**src/rtl/gen_bridge.sv**
```systemverilog
// Dead-time H-bridge gate generator: alternating A/B half-periods whose
// length is CNT_MIN plus a loadable adjust value, with a dead band of
// DEAD_CYCLES low cycles at the start of every half.
module gen_bridge #(
    parameter int CLK_MHZ       = 100,
    parameter int FREQ_KHZ_MIN  = 100,
    parameter int FREQ_KHZ_MAX  = 400,
    parameter int GEN_PARAMETER = 255,
    parameter int DEAD_CYCLES   = 8
) (
    input  logic                                   clk,
    input  logic                                   rst,
    input  logic                                   en,
    input  logic [$clog2(GEN_PARAMETER+1)-1:0]     inp,
    input  logic                                   run,
    output logic                                   out_a,
    output logic                                   out_b,
    output logic                                   sync,
    output logic                                   busy
);

    localparam int W        = $clog2(GEN_PARAMETER + 1);
    localparam int CNT_MIN  = 500 * CLK_MHZ / FREQ_KHZ_MAX;
    localparam int CNT_SPAN = CNT_MIN + GEN_PARAMETER;      // pos reaches CNT_SPAN-1
    localparam int CNT_SLOW = 500 * CLK_MHZ / FREQ_KHZ_MIN;
    localparam int CW       = $clog2((CNT_SPAN > CNT_SLOW) ? CNT_SPAN : CNT_SLOW);

    localparam logic [W-1:0]  GEN_MAX     = W'(GEN_PARAMETER);
    localparam logic [CW-1:0] DEAD        = CW'(DEAD_CYCLES);
    localparam logic [CW-1:0] LEN_BASE_M1 = CW'(CNT_MIN - 1);

    localparam logic [1:0] ST_IDLE = 2'd0;
    localparam logic [1:0] ST_A    = 2'd1;
    localparam logic [1:0] ST_B    = 2'd2;

    generate
        if (DEAD_CYCLES < 1 || DEAD_CYCLES >= CNT_MIN) begin : g_bad_dead
            $error("gen_bridge: DEAD_CYCLES must be >= 1 and < CNT_MIN");
        end
    endgenerate

    logic [1:0]    state_q, state_d;
    logic [CW-1:0] pos_q, pos_d;
    logic [CW-1:0] last_q, last_d;      // L-1 of the running half, latched at its start
    logic [W-1:0]  gen_param_q, gen_param_d;
    logic          out_a_q, out_a_d;
    logic          out_b_q, out_b_d;
    logic          sync_q, sync_d;
    logic          busy_q, busy_d;
    logic [CW-1:0] last_new_s;

    // Half length for a half starting now uses the value held before this edge.
    assign last_new_s = LEN_BASE_M1 + CW'(gen_param_q);

    // Next-state, counter, parameter load and output decode.
    always_comb begin
        state_d     = state_q;
        pos_d       = pos_q;
        last_d      = last_q;
        gen_param_d = gen_param_q;

        if (en) begin
            gen_param_d = (inp > GEN_MAX) ? GEN_MAX : inp;
        end else begin
            gen_param_d = gen_param_q;
        end

        case (state_q)
            ST_IDLE: begin
                if (run) begin
                    state_d = ST_A;
                    pos_d   = {CW{1'b0}};
                    last_d  = last_new_s;
                end else begin
                    state_d = ST_IDLE;
                end
            end
            ST_A: begin
                if (pos_q == last_q) begin
                    state_d = ST_B;
                    pos_d   = {CW{1'b0}};
                    last_d  = last_new_s;
                end else begin
                    pos_d = pos_q + {{(CW-1){1'b0}}, 1'b1};
                end
            end
            ST_B: begin
                // Stop is honoured only here, so an A/B pair is never cut short.
                if (pos_q == last_q) begin
                    pos_d = {CW{1'b0}};
                    if (run) begin
                        state_d = ST_A;
                        last_d  = last_new_s;
                    end else begin
                        state_d = ST_IDLE;
                    end
                end else begin
                    pos_d = pos_q + {{(CW-1){1'b0}}, 1'b1};
                end
            end
            default: begin
                state_d = ST_IDLE;
                pos_d   = {CW{1'b0}};
            end
        endcase

        out_a_d = (state_d == ST_A) && (pos_d >= DEAD);
        out_b_d = (state_d == ST_B) && (pos_d >= DEAD);
        sync_d  = (state_d == ST_A) && (pos_d == {CW{1'b0}});
        busy_d  = (state_d != ST_IDLE);
    end

    // State and registered outputs; reset forces everything low immediately.
    always_ff @(posedge clk) begin
        if (rst) begin
            state_q     <= ST_IDLE;
            pos_q       <= {CW{1'b0}};
            last_q      <= {CW{1'b0}};
            gen_param_q <= {W{1'b0}};
            out_a_q     <= 1'b0;
            out_b_q     <= 1'b0;
            sync_q      <= 1'b0;
            busy_q      <= 1'b0;
        end else begin
            state_q     <= state_d;
            pos_q       <= pos_d;
            last_q      <= last_d;
            gen_param_q <= gen_param_d;
            out_a_q     <= out_a_d;
            out_b_q     <= out_b_d;
            sync_q      <= sync_d;
            busy_q      <= busy_d;
        end
    end

    assign out_a = out_a_q;
    assign out_b = out_b_q;
    assign sync  = sync_q;
    assign busy  = busy_q;

endmodule

```
**config.mk**
```make
export PLATFORM = sky130hd
export DESIGN_NAME = gen_bridge
export DESIGN_NICKNAME = d
export VERILOG_FILES = /design/src/rtl/gen_bridge.sv
export SDC_FILE = /design/constraint.sdc
export NUM_CORES = 1
export LEC_CHECK = 0
export CORE_ASPECT_RATIO = 1.4
export CORE_UTILIZATION = 64
export CTS_BUF_LIST = sky130_fd_sc_hd__clkbuf_8
export DETAILED_ROUTE_END_ITERATION = 7
export GPL_TIMING_DRIVEN = 0
export PLACE_DENSITY = 0.87
export SLEW_MARGIN = 10
export SYNTH_ARGS = -nofsm -noshare
export SYNTH_HDL_FRONTEND = slang
export SYNTH_SLANG_ARGS = --single-unit
```
**constraint.sdc**
```tcl
create_clock -name clk -period 4.5 [get_ports clk]
set_input_delay 0.45 -clock clk [delete_from_list [all_inputs] [get_ports clk]]
set_output_delay 0.45 -clock clk [all_outputs]
set_load 0.01 [all_outputs]
```
==> out/qor.txt <==
Leakage dissipation -> 0.943 nW
Synth Area in Adders -> 4.75%
Initial Utilization -> 69.0%
Routed vias -> 1608
Initial antenna violation count -> 0
Wire per inst -> 15.8 um
Grt ovf -> 0
Layout cell share with drive strength beyond 1 -> 12.0%
RR Startpoint -> state_q[1]
Largest family of logic cells by synthesized area -> compound AO/OA/AOI/OAI gates
R2r setup slk -> 2.32 ns
EDFF count, synth -> 0
Detail Placement HPWL -> 3030 um
R2r endpoint -> out_a
CTS buffer count -> 5
Crit path launch -> state_q[1]
Final ANT Viol Nets -> 0
R2R cell count -> 8
Clk pin slew, worst setup/hold paths -> 0.07 ns
Area share of xor/xnor cells in the synthesized design -> 7.13%
Setup TNS -> 0 ns
Top cell type's share of synthesized area -> 34.8%
CTS tree -> yes
Pre-CTS WS -> 2.15 ns
Postcts setup bufs -> 0
Fillers -> 186
GP Congestion -> 0.869
I/O pin count -> 16
Fraction of registers with async set/reset -> 0%
RSZ-0062 raised after global routing -> false
Worst-Margin Slew -> 0.596 ns
Ant. Diodes -> 0
Fmax -> 0.459 GHz
Vias in the first global route -> 1559
Min Hold Slack -> 0.518 ns
Synth Area in Compound Gates -> 19.6%
Final WS setup -> 2.32 ns
Die height -> 65.5 um
Setup Skew -> 0.0127 ns
Largest net degree at the start of global routing -> 11
Fin crit share -> 48.5%
Required time of the critical path -> 4.69 ns
Synth Register Bits -> 32
Most area-consuming cells after synthesis -> dfxtp_1 35%, mux2i_1 7.1%, nor2_1 6.5%, xor2_1 5.7%, ha_1 4.8%
GRT Overall Usage -> 32.3%
Hold Path Stages -> 2
Min-delay src -> gen_param_q[1]
Clock Sink Count -> 32
Cell Area, Synth -> 1840 um2
Starting DRT DRC Count -> 66
HP Class -> flip-flop to flip-flop
FP Rows -> 22
Pwr/cell area -> 360 nW/um2
Vias per cell -> 5.96
Post-synthesis simple-gate area fraction -> 19.4%
Root Buffer -> clkbuf_8
Ys flop type -> dfxtp_1
Syn nets -> 231
Longest Clk Path Bufs -> 2
Final wirelength -> 4260 um
H-Tree Depth -> 2
Buffers on Ports -> 14
Outcome -> finished clean
NumNets Final -> 252
Synth unique cells -> 45
Post-synth top cells -> 32 x dfxtp_1, 32 x nor2_1, 13 x mux2i_1
Crit path capture type -> flip-flop
First-pass GRT wire length -> 7000 um
Seq/Total Area, Yosys -> 34.8%
Max-Cap Viols -> 0
Area Growth Syn to Fin -> 16.9%
Min-Delay Endpoint -> gen_param_q[1]
Die Width -> 47.4 um
Slew margin rel. -> 60.3%
Final Hold Vio Count -> 0
Post-synthesis mux area share -> 7.67%
Post-synth top area cell -> dfxtp_1
Fin crit period -> 2.18 ns
Crit path kind -> flip-flop to flip-flop
Post-CTS sizing -> 0
Worst vdd ir -> 0.000325 V
Tot Pwr -> 775 uW
Final setup fails -> 0
Syn_area_per_cell -> 8.69 um2
Drt first pass iters -> 4
Die footprint -> 3100 um2
Synth warn -> 0
Final Max Tran Viols -> 0
Hold-fix buffers, CTS -> 0
Area of the core -> 2670 um2
Max FO, Critical Path -> 9
Crit path DAT -> 2.37 ns
Synth Instances -> 212
CP Launch Type -> flip-flop
Worst-Skew Late Latency -> 0.30 ns
DRC violations left -> 0
-- layout make-up --
cell class,count,area [um2],area share (%)
Buffer,15,88.8,4.12
Clock buffer,7,96.3,4.47
Clock inverter,1,30.0,1.39
Inverter,9,33.8,1.57
Multi-Input combinational cell,156,1080,50.1
Sequential cell,32,641,29.7
Tap cell,36,45.0,2.09
Timing Repair Buffer,14,140,6.50
-- per-layer routing --
layer	global-route usage (%)	share of wire, %	up-vias
met4	21.1	4.5	0
met3	9.62	4.5	24
met5	0	0	-
met2	53.8	52	56
li1	-	-	786
met1	33.0	39	742
-- layout by cell type, fill, tap and decap left out, types with 3 or more instances in the layout --
master,instances
a211oi_2,5
a311oi_1,6
inv_1,9
clkbuf_1,5
buf_1,3
nand2b_1,3
mux2i_1,13
a21oi_1,10
buf_2,4
nor2_1,32
nor3_1,4
nand3_1,6
xor2_1,12
clkbuf_8,7
clkdlybuf4s50_1,14
ha_1,7
o21ai_0,8
nor3b_1,5
nand2_1,9
dfxtp_1,32
xnor2_1,3
and3_1,5
or2_2,3
-- logic make-up after synthesis --
family,count (synthesis)
multiplexers,14
AND/OR/NAND/NOR,73
buffers and inverters,24
flip-flops,32
XOR/XNOR,15
AO/OA/AOI/OAI,47
adder cells (fa/ha/maj),7
-- worst max-delay path, cell delays in order, from the launching register on --
cell and delay [ns]:
dfxtp_1 0.42, ha_1 0.18, clkbuf_1 0.31, nor3b_1 0.16
o21ai_0 0.18, a21boi_0 0.11, o31ai_1 0.29, o211ai_1 0.21
and3_1 0.22
-- flip-flops by register name, indices dropped and copies added (netlist names) --
| register | count |
|---|---|
| busy | 1 |
| last_q | 9 |
| out_a | 1 |
| pos_q | 9 |
| out_b | 1 |
| gen_param_q | 8 |
| sync | 1 |
| state_q | 2 |
-- how the worst max path moves through the flow --
stage,end,slack [ns],depth (start not counted)
global placement,out_b,2.18,8
global route,out_b,2.09,9
floorplan,last_q[2],2.66,9
finish,out_a,2.32,8
CTS,out_a,2.35,8
detailed placement,out_b,2.15,8
-- per-stage QoR --
| step | cells | cell area, um2 | util (%) |
|---|---|---|---|
| 2_1_floorplan | 212 | 1840 | - |
| 3_3_place_gp | 262 | 2030 | 76.0 |
| 3_5_place_dp | 262 | 2030 | 76.0 |
| 4_1_cts | 270 | 2150 | 80.7 |
| 5_1_grt | 270 | 2150 | 80.7 |
| 6_report | 270 | 2150 | 80.7 |
-- power breakdown --
group	leakage (nW)	switching, mW	internal, mW
Clock	0.0645	0.112	0.195
Combinational	0.617	0.0828	0.0699
Sequential	0.262	0.0144	0.301
Total	0.943	0.209	0.566
Note: power is estimated with default switching activity, not from simulation.
